<file path="config.mk">
export PLATFORM = sky130hd
export DESIGN_NAME = fp_addsub_arbiter
export DESIGN_NICKNAME = d
export VERILOG_FILES = /design/src/rtl/fp_pkg.sv /design/src/rtl/rr_arbiter2.sv /design/src/rtl/fp_addsub_arbiter.sv
export SDC_FILE = /design/constraint.sdc
export NUM_CORES = 1
export LEC_CHECK = 0
export CAP_MARGIN = 20
export CORE_MARGIN = 2
export CORE_UTILIZATION = 40
export DETAILED_ROUTE_END_ITERATION = 7
export GPL_TIMING_DRIVEN = 0
export PLACE_DENSITY = 0.88
export SLEW_MARGIN = 10
export SYNTH_ARGS = -nofsm -noshare
export SYNTH_HDL_FRONTEND = slang
export SYNTH_SLANG_ARGS = --single-unit
</file>
<file path="constraint.sdc">
create_clock -name clk -period 2.4 [get_ports clk]
set_input_delay 0.48 -clock clk [delete_from_list [all_inputs] [get_ports clk]]
set_output_delay 0.48 -clock clk [all_outputs]
set_load 0.005 [all_outputs]
</file>
<file path="src/rtl/fp_pkg.sv">
// -----------------------------------------------------------------------------
// fp_pkg
// Shared definitions for the FP add/sub arbiter:
//   - FSM state encoding (IDLE / ISSUE / WAIT / RESP)
//   - single-precision operand width
//   - requester identifiers for the two client paths
// -----------------------------------------------------------------------------
package fp_pkg;

    // Operand/result width for single-precision floating point.
    localparam int FP_WIDTH = 32;

    // Requester identifiers: port 0 is the FADD/FSUB issue path,
    // port 1 is the compare/convert helper path.
    localparam int REQ_ISSUE = 0;
    localparam int REQ_AUX   = 1;

    // State encoding, kept as plain constants so other blocks (or debug
    // logic) can decode the raw two-bit state value.
    localparam logic [1:0] ST_IDLE_ENC  = 2'b00;
    localparam logic [1:0] ST_ISSUE_ENC = 2'b01;
    localparam logic [1:0] ST_WAIT_ENC  = 2'b10;
    localparam logic [1:0] ST_RESP_ENC  = 2'b11;

    typedef enum logic [1:0] {
        ST_IDLE  = ST_IDLE_ENC,
        ST_ISSUE = ST_ISSUE_ENC,
        ST_WAIT  = ST_WAIT_ENC,
        ST_RESP  = ST_RESP_ENC
    } arb_state_e;

    // Index of the requester that is not 'id'.
    function automatic logic other_req(input logic id);
        return ~id;
    endfunction

endpackage

</file>
<file path="src/rtl/rr_arbiter2.sv">
// -----------------------------------------------------------------------------
// rr_arbiter2
// Combinational two-way round-robin grant.
//   valid[1:0] : request lines
//   ptr        : requester that currently holds priority
//   grant[1:0] : one-hot grant, all-zero when nothing is requesting
// The priority holder wins whenever it requests; otherwise the other
// requester wins if it requests.
// -----------------------------------------------------------------------------
module rr_arbiter2 (
    input  logic [1:0] valid,
    input  logic       ptr,
    output logic [1:0] grant
);

    genvar gi;
    generate
        for (gi = 0; gi < 2; gi++) begin : g_grant
            // Requester gi wins if it asks and either holds priority or the
            // priority holder is not asking.
            assign grant[gi] = valid[gi] &&
                               ((ptr == 1'(gi)) || !valid[1 - gi]);
        end
    endgenerate

endmodule

</file>
<file path="src/rtl/fp_addsub_arbiter.sv">
// -----------------------------------------------------------------------------
// fp_addsub_arbiter
// Shares one multi-cycle FP add/sub unit between two requesters.
// A request is accepted over valid/ready, its operands are registered and
// held on fu_a/fu_b/fu_sub, the unit is started with a single-cycle pulse,
// and the result (or a timeout error) is returned to the originating
// requester over valid/ready. Only one request is in flight at a time.
//
// Ports
//   clk, reset            : rising-edge clock, synchronous active-high reset
//   req_valid/req_ready   : per-requester request handshake (2 bits)
//   req_a/req_b           : packed operands, requester i at [i*WIDTH +: WIDTH]
//   req_sub               : per-requester op select (1 = subtract)
//   rsp_valid/rsp_ready   : per-requester response handshake (2 bits)
//   rsp_data, rsp_err     : shared registered result and timeout flag
//   fu_start, fu_a/b/sub  : start pulse and held operands to the unit
//   fu_done, fu_result    : completion pulse and result from the unit
//   busy                  : high whenever a request is in flight
// -----------------------------------------------------------------------------
module fp_addsub_arbiter
    import fp_pkg::*;
#(
    parameter int WIDTH   = FP_WIDTH,
    parameter int TIMEOUT = 15,
    parameter int TO_W    = 4       // 2**TO_W must exceed TIMEOUT
) (
    input  logic                 clk,
    input  logic                 reset,

    input  logic [1:0]           req_valid,
    output logic [1:0]           req_ready,
    input  logic [2*WIDTH-1:0]   req_a,
    input  logic [2*WIDTH-1:0]   req_b,
    input  logic [1:0]           req_sub,

    output logic [1:0]           rsp_valid,
    input  logic [1:0]           rsp_ready,
    output logic [WIDTH-1:0]     rsp_data,
    output logic                 rsp_err,

    output logic                 fu_start,
    output logic [WIDTH-1:0]     fu_a,
    output logic [WIDTH-1:0]     fu_b,
    output logic                 fu_sub,
    input  logic                 fu_done,
    input  logic [WIDTH-1:0]     fu_result,

    output logic                 busy
);

    // -------------------------------------------------------------------------
    // State
    // -------------------------------------------------------------------------
    arb_state_e         state_q,    state_d;
    logic               ptr_q,      ptr_d;
    logic               grant_id_q, grant_id_d;
    logic [TO_W-1:0]    to_cnt_q,   to_cnt_d;
    logic [WIDTH-1:0]   rsp_data_q, rsp_data_d;
    logic               rsp_err_q,  rsp_err_d;
    logic [WIDTH-1:0]   fu_a_q,     fu_a_d;
    logic [WIDTH-1:0]   fu_b_q,     fu_b_d;
    logic               fu_sub_q,   fu_sub_d;

    // -------------------------------------------------------------------------
    // Request-side unpacking and arbitration
    // -------------------------------------------------------------------------
    logic [WIDTH-1:0] a_slice [2];
    logic [WIDTH-1:0] b_slice [2];
    logic [1:0]       grant;
    logic             grant_sel;
    logic             accept;
    logic [TO_W-1:0]  to_cnt_inc;
    logic             to_expired;

    genvar gi;
    generate
        for (gi = 0; gi < 2; gi++) begin : g_unpack
            assign a_slice[gi] = req_a[gi*WIDTH +: WIDTH];
            assign b_slice[gi] = req_b[gi*WIDTH +: WIDTH];
        end
    endgenerate

    rr_arbiter2 u_rr (
        .valid (req_valid),
        .ptr   (ptr_q),
        .grant (grant)
    );

    // Ready is only offered while idle, so at most one request is in flight.
    assign req_ready = (state_q == ST_IDLE) ? grant : 2'b00;
    assign accept    = |req_ready;
    assign grant_sel = grant[1];

    // The counter is cleared in ISSUE, so after N WAIT cycles the
    // incremented value equals N; expiry therefore ends the TIMEOUT-th
    // WAIT cycle.
    assign to_cnt_inc = to_cnt_q + TO_W'(1);
    assign to_expired = (to_cnt_inc == TO_W'(TIMEOUT));

    // -------------------------------------------------------------------------
    // Next-state logic
    // -------------------------------------------------------------------------
    always_comb begin
        state_d    = state_q;
        ptr_d      = ptr_q;
        grant_id_d = grant_id_q;
        to_cnt_d   = to_cnt_q;
        rsp_data_d = rsp_data_q;
        rsp_err_d  = rsp_err_q;
        fu_a_d     = fu_a_q;
        fu_b_d     = fu_b_q;
        fu_sub_d   = fu_sub_q;

        case (state_q)
            ST_IDLE: begin
                if (accept) begin
                    fu_a_d     = a_slice[grant_sel];
                    fu_b_d     = b_slice[grant_sel];
                    fu_sub_d   = req_sub[grant_sel];
                    grant_id_d = grant_sel;
                    state_d    = ST_ISSUE;
                end
            end

            ST_ISSUE: begin
                to_cnt_d = '0;
                state_d  = ST_WAIT;
            end

            ST_WAIT: begin
                to_cnt_d = to_cnt_inc;
                // A done pulse takes precedence over a coincident expiry.
                if (fu_done) begin
                    rsp_data_d = fu_result;
                    rsp_err_d  = 1'b0;
                    state_d    = ST_RESP;
                end else if (to_expired) begin
                    rsp_data_d = '0;
                    rsp_err_d  = 1'b1;
                    state_d    = ST_RESP;
                end
            end

            ST_RESP: begin
                // Only the owner's ready bit completes the response.
                if (rsp_ready[grant_id_q]) begin
                    ptr_d   = other_req(grant_id_q);
                    state_d = ST_IDLE;
                end
            end

            default: begin
                state_d = ST_IDLE;
            end
        endcase
    end

    // -------------------------------------------------------------------------
    // Registers
    // -------------------------------------------------------------------------
    always_ff @(posedge clk) begin
        if (reset) begin
            state_q    <= ST_IDLE;
            ptr_q      <= 1'b0;
            grant_id_q <= 1'b0;
            to_cnt_q   <= '0;
            rsp_data_q <= '0;
            rsp_err_q  <= 1'b0;
            fu_a_q     <= '0;
            fu_b_q     <= '0;
            fu_sub_q   <= 1'b0;
        end else begin
            state_q    <= state_d;
            ptr_q      <= ptr_d;
            grant_id_q <= grant_id_d;
            to_cnt_q   <= to_cnt_d;
            rsp_data_q <= rsp_data_d;
            rsp_err_q  <= rsp_err_d;
            fu_a_q     <= fu_a_d;
            fu_b_q     <= fu_b_d;
            fu_sub_q   <= fu_sub_d;
        end
    end

    // -------------------------------------------------------------------------
    // Outputs
    // -------------------------------------------------------------------------
    generate
        for (gi = 0; gi < 2; gi++) begin : g_rsp_valid
            assign rsp_valid[gi] = (state_q == ST_RESP) &&
                                   (grant_id_q == 1'(gi));
        end
    endgenerate

    assign fu_start = (state_q == ST_ISSUE);
    assign busy     = (state_q != ST_IDLE);
    assign rsp_data = rsp_data_q;
    assign rsp_err  = rsp_err_q;
    assign fu_a     = fu_a_q;
    assign fu_b     = fu_b_q;
    assign fu_sub   = fu_sub_q;

endmodule

</file>
==> results of run 1 <==
## placed cells by master, fill, tap and decap left out, types with 3 or more instances in the layout
cell             synthesis  layout
a211oi_1                67      66
a21oi_1                  4       4
a22o_1                  32      32
buf_2                    9       9
buf_6                    6       5
clkbuf_1                19      19
clkbuf_8                 0      10
clkdlybuf4s50_1          0     269
dfxtp_1                106     106
ha_1                     6       6
inv_1                    8       8
mux2i_1                 67      67
nand2_1                  7       7
nand2b_1                 3       3
nor2_1                  76      76
## per-layer routing
layer | global-route usage (%) | routed length, um | share of wire, %
met1 | 25.1 | 5570 | 38
met2 | 43.1 | 7440 | 51
met3 | 7.29 | 1390 | 9.5
met4 | 7.87 | 291 | 2.0
met5 | 0 | 0 | 0
## power breakdown
group,leakage [nW],internal (mW),switching (mW)
registers,0.872,2.25,0.286
clock network,0.0882,0.406,0.610
logic,2.16,1.57,1.23
## what timing repair did
action	in CTS	in global routing
endpoints found under the setup margin	2	1
buffers inserted	2	0
gates resized for setup	6	1
pin swaps	2	1
gates cloned	0	0
## per-stage QoR
stage                     hold slack (ns)  worst slack (ns)  cell area [um2]  TNS, ns  total power [mW]
after global routing                0.493            0.0319             7540        0              6.73
final                               0.480             0.137             7540        0              6.36
after CTS                           0.484            0.0367             7540        0              6.40
after detailed placement            0.453            -0.329             7340   -0.579              5.36
after floorplan                     0.466             0.811             4440        0              3.71
after global placement              0.455            -0.343             7340   -0.343              5.26
## state kept, by name, indices dropped and copies added (netlist names)
signal / cells
fu_a: 32
fu_b: 32
rsp_data: 32
to_cnt_q: 4
state_q: 2
fu_sub: 1
grant_id_q: 1
ptr_q: 1
rsp_err: 1
## final timing paths
path                            slack (ns)  cells past startpoint                        to                      from
worst max-delay path                  0.14                      4                      busy   state_q[0]$_SDFFE_PP0P_
worst min-delay path                  0.48                      1  rsp_data[7]$_SDFFE_PP0P_  rsp_data[7]$_SDFFE_PP0P_
worst max register to register        0.31                      7      fu_b[4]$_SDFFE_PP0P_   state_q[0]$_SDFFE_PP0P_
worst min register to register        0.48                      1  rsp_data[7]$_SDFFE_PP0P_  rsp_data[7]$_SDFFE_PP0P_
## cell families after synthesis
logic type	after synthesis	share of synthesized area, %
AO/OA/AOI/OAI	117	20.9
adder cells (fa/ha/maj)	6	1.69
buffers and inverters	47	5.33
flip-flops	106	47.8
multiplexers	67	15.1
AND/OR/NAND/NOR	96	9.19
## cell type report
| type | count | area (um2) | share of cell area (%) |
|---|---|---|---|
| buffer | 36 | 195 | 2.59 |
| clock buffer | 10 | 138 | 1.82 |
| sequential | 106 | 2120 | 28.1 |
| multi-input combinational | 286 | 2090 | 27.8 |
| tap | 140 | 175 | 2.32 |
| inverter | 10 | 37.5 | 0.498 |
| timing repair buffer | 274 | 2740 | 36.3 |
| clock inverter | 6 | 42.5 | 0.564 |
## worst max-delay path, cell delays in order, from the launching register on
cell,delay [ns]
dfxtp_1,0.40
inv_1,0.08
ha_1,0.22
inv_1,0.17
clkdlybuf4s50_1,0.54
==> impl_metrics.json, run 1 <==
{
  "synth_top_cells_by_count": "106 x dfxtp_1, 76 x nor2_1, 67 x a211oi_1, 67 x mux2i_1, 32 x a22o_1",
  "grt_start_max_net_pins": 18,
  "clock_latency_ns": 0.37,
  "routed_wl_um": 14700,
  "start_util_pct": 41.0,
  "rows": 38,
  "netlist_area_um2": 4440,
  "p_leak_nw": 3.12,
  "synth_fp_nets": 614,
  "worst_ep_arrival_time_ns": 1.78,
  "cap_viol_max_count": 0,
  "drc": 0,
  "stdcell_count": 868,
  "grt_setup_unrepaired": "no",
  "synth_warnings": 0,
  "area_delta_synth_final_pct": 69.9,
  "finalHoldViolations": 0,
  "cp_max_fo": 6,
  "port_buffers": 272,
  "yosysTopAreaCell": "dfxtp_1",
  "grt_overflow": 0,
  "viasPerCell": 5.10,
  "synth.avg_cell_area_um2": 10.1,
  "nets": 898,
  "setup_viol": 0,
  "synth_top_area_share_pct": 47.8,
  "cts_hold_buf": 0,
  "wl_per_cell_um": 16.9,
  "die_height_um": 109,
  "synth-main-ff-cell": "dfxtp_1",
  "routabilityCongestion": 0.823,
  "synth_most_common_cell": "dfxtp_1",
  "fillers": 792,
  "fmax_mhz": 442,
  "status": "finished, final reports clean",
  "yosys_register_bits": 106,
  "min_period_ns": 2.26,
  "grt_usage_pct": 23.4,
  "ant_nets": 0,
  "grt_pass1_wl_um": 21600,
  "worst_setup_path_start_kind": "flip-flop",
  "synthCells": 439,
  "io_pins": 273,
  "cts_tree": "built",
  "worst_pin_slew_ns": 0.639,
  "period_share_pct": 94.3,
  "ys_seq_area_share_pct": 47.8,
  "max-clock-path-buffers": 2,
  "dieWidth_um": 109,
  "clk_pin_slew_ns": 0.10,
  "clock-root-buffer": "clkbuf_8",
  "end_kind": "primary output",
  "cp.required_ns": 1.92,
  "cts_max_level": 3,
  "ys_types": 35,
  "grt_pass1_vias": 4460,
  "drive_above_1_share_pct": 5.91,
  "drtIter0Drc": 175,
  "first_pass_iters": 5,
  "synth_area_leaders": "dfxtp_1 48%, mux2i_1 15%, a211oi_1 11%",
  "power_density_nw_per_um2": 843,
  "numCtsBuffers": 9,
  "dr_total_vias": 4424,
  "core_um2": 10800,
  "critPathKind": "flip-flop to primary output",
  "utilization_pct": 69.6,
  "synth-edff-count": 0,
  "ir_worst_vdd_mv": 0.462,
  "slew_headroom_pct": 57.4,
  "antenna_found_initial": 0,
  "slew_violations": 0,
  "antenna_cells": 0,
  "dieArea_um2": 12000,
  "dp_hpwl_um": 11500,
  "hp-class": "flip-flop to flip-flop",
  "clkSinkCount": 106,
  "placed_cells": 851,
  "final.setup_skew_ns": 0.0103,
  "async_reset_ff_share_pct": 0
}
(Power assumes the default switching activity.)
==> inputs of run 2 (changes only) <==
- SYNTH_HIERARCHICAL: default -> 1
==> run 2 against run 1 <==
Effect of this change: critical path depth grew 1; combinational power grew 2%; non-clock buffer count grew 2; die area shrank 0.46%; design area grew 0.38%; sequential power shrank 4%; via count grew 0.47%; utilization grew 0.57 points; clock power grew 13%; largest power group unchanged.
==> impl_metrics.json, run 2 <==
{
  "drive_above_1_share_pct": 5.62,
  "area_delta_synth_final_pct": 71.3,
  "dp_hpwl_um": 11800,
  "clkSinkCount": 106,
  "grt_pass1_vias": 4536,
  "grt_usage_pct": 23.4,
  "worst_pin_slew_ns": 0.566,
  "clock_latency_ns": 0.36,
  "synth_most_common_cell": "dfxtp_1",
  "hp-class": "flip-flop to flip-flop",
  "grt_overflow": 0,
  "synth_top_cells_by_count": "106 x dfxtp_1, 74 x nor2_1, 67 x a211oi_1, 66 x mux2i_1, 32 x a22o_1",
  "synth_top_area_share_pct": 48.0,
  "dieArea_um2": 11900,
  "critPathKind": "input port to primary output",
  "worst_setup_path_start_kind": "input port",
  "antenna_cells": 0,
  "fmax_mhz": 437,
  "viasPerCell": 5.12,
  "async_reset_ff_share_pct": 0,
  "worst_ep_arrival_time_ns": 1.81,
  "clk_pin_slew_ns": 0.10,
  "synth.avg_cell_area_um2": 10.1,
  "synth_warnings": 6,
  "setup_viol": 0,
  "start_util_pct": 40.9,
  "fin_area_um2": 7570,
  "ir_worst_vdd_mv": 0.459,
  "cts_tree": "built",
  "finalHoldViolations": 0,
  "layout_commonest_cell": "clkdlybuf4s50_1",
  "synth-main-ff-cell": "dfxtp_1",
  "antenna_found_initial": 0,
  "wl_per_cell_um": 16.8,
  "netlist_area_um2": 4420,
  "cp_max_fo": 2,
  "layout_common_cells": "271 x clkdlybuf4s50_1, 106 x dfxtp_1, 73 x nor2_1, 67 x a211oi_1, 66 x mux2i_1",
  "cap_viol_max_count": 0,
  "max-clock-path-buffers": 2,
  "power_density_nw_per_um2": 852,
  "grt_start_max_net_pins": 19,
  "port_buffers": 272,
  "cts_max_level": 3,
  "numCtsBuffers": 9,
  "dieWidth_um": 109,
  "grt_pass1_wl_um": 21800,
  "ant_nets": 0,
  "yosys_register_bits": 106,
  "first_pass_iters": 4,
  "min_period_ns": 2.29,
  "clock-root-buffer": "clkbuf_8",
  "slew_headroom_pct": 62.3,
  "synth_fp_nets": 615,
  "die_height_um": 109,
  "synth-edff-count": 0,
  "final.setup_skew_ns": 0.0149,
  "period_share_pct": 95.4,
  "yosysTopAreaCell": "dfxtp_1",
  "ys_types": 36,
  "nets": 900,
  "ys_seq_area_share_pct": 48.0,
  "p_leak_nw": 2.86,
  "drc": 0,
  "rows": 38,
  "dpl-instance-area_um2": 7320,
  "synthCells": 439,
  "dr_total_vias": 4445,
  "core_um2": 10800,
  "cp.required_ns": 1.92,
  "slew_violations": 0,
  "totalPowerFinal_mw": 6.45,
  "drtIter0Drc": 223,
  "status": "finished, final reports clean",
  "grt_setup_unrepaired": "no",
  "routabilityCongestion": 0.764,
  "end_kind": "primary output",
  "synth_area_leaders": "dfxtp_1 48%, mux2i_1 15%, a211oi_1 11%",
  "routed_wl_um": 14600,
  "io_pins": 273,
  "utilization_pct": 70.1
}
-- run 2: stage by stage --
step / instances / hold WS, ns / setup TNS, ns / worst slack, ns
floorplan: 439 / 0.466 / 0 / 0.489
global placement: 851 / 0.455 / -26.30 / -0.837
detailed placement: 851 / 0.458 / -30.20 / -0.896
CTS: 869 / 0.488 / 0 / 0.0659
global route: 869 / 0.499 / 0 / 0.0373
finish: 869 / 0.484 / 0 / 0.110
-- run 2: area by class of cell --
type | count | area, um2
inverter | 9 | 33.8
fill | 786 | 3220
tap | 140 | 175
multi-input combinational | 286 | 2090
timing repair buffer | 275 | 2740
sequential | 106 | 2120
clock inverter | 6 | 70.1
buffer | 37 | 198
clock buffer | 10 | 138
-- run 2: power by group --
group | leakage (nW) | internal (mW) | switching (mW)
clock | 0.108 | 0.525 | 0.622
combinational | 1.89 | 1.55 | 1.31
sequential | 0.871 | 2.20 | 0.245
-- run 2: logic make-up (layout without fill, tap and decap cells) --
group | after synthesis | after routing | synth area share, %
fa+ha+maj | 7 | 7 | 1.98
simple gates | 93 | 93 | 8.98
flops | 106 | 106 | 48.0
mux | 66 | 66 | 14.9
compound gates | 120 | 120 | 21.2
buf+inv | 47 | 337 | 4.84
-- run 2: final timing paths --
check                                                  to                 startpoint  slack, ns  depth (start not counted)
worst min register to register  rsp_data[24]$_SDFFE_PP0P_  rsp_data[24]$_SDFFE_PP0P_       0.48                          1
worst max register to register       fu_a[9]$_SDFFE_PP0P_         ptr_q$_SDFFE_PP0P_       0.35                         10
worst min-delay path            rsp_data[24]$_SDFFE_PP0P_  rsp_data[24]$_SDFFE_PP0P_       0.48                          1
worst max-delay path                         req_ready[0]               req_valid[0]       0.11                          5
-- run 2: per-layer routing --
layer	vias to the layer above	wire, um	GRT usage, %
met5	-	0	0
met3	22	1220	5.62
met4	0	243	6.59
li1	2166	-	-
met1	2062	5580	24.9
met2	195	7550	45.3
-- run 2: worst max-delay path: stages --
cell and delay, ns:
clkdlybuf4s50_1 0.48, a21boi_1 0.20, nand2_1 0.09, inv_1 0.06, clkdlybuf4s50_1 0.49
-- run 2: what timing repair did --
action | in CTS | in global routing
pin swaps | 0 | 0
gates resized for setup | 8 | 4
buffers inserted | 3 | 0
setup endpoints to repair | 62 | 58
hold buffers | 0 | 0
endpoints found under the hold margin | 0 | 0
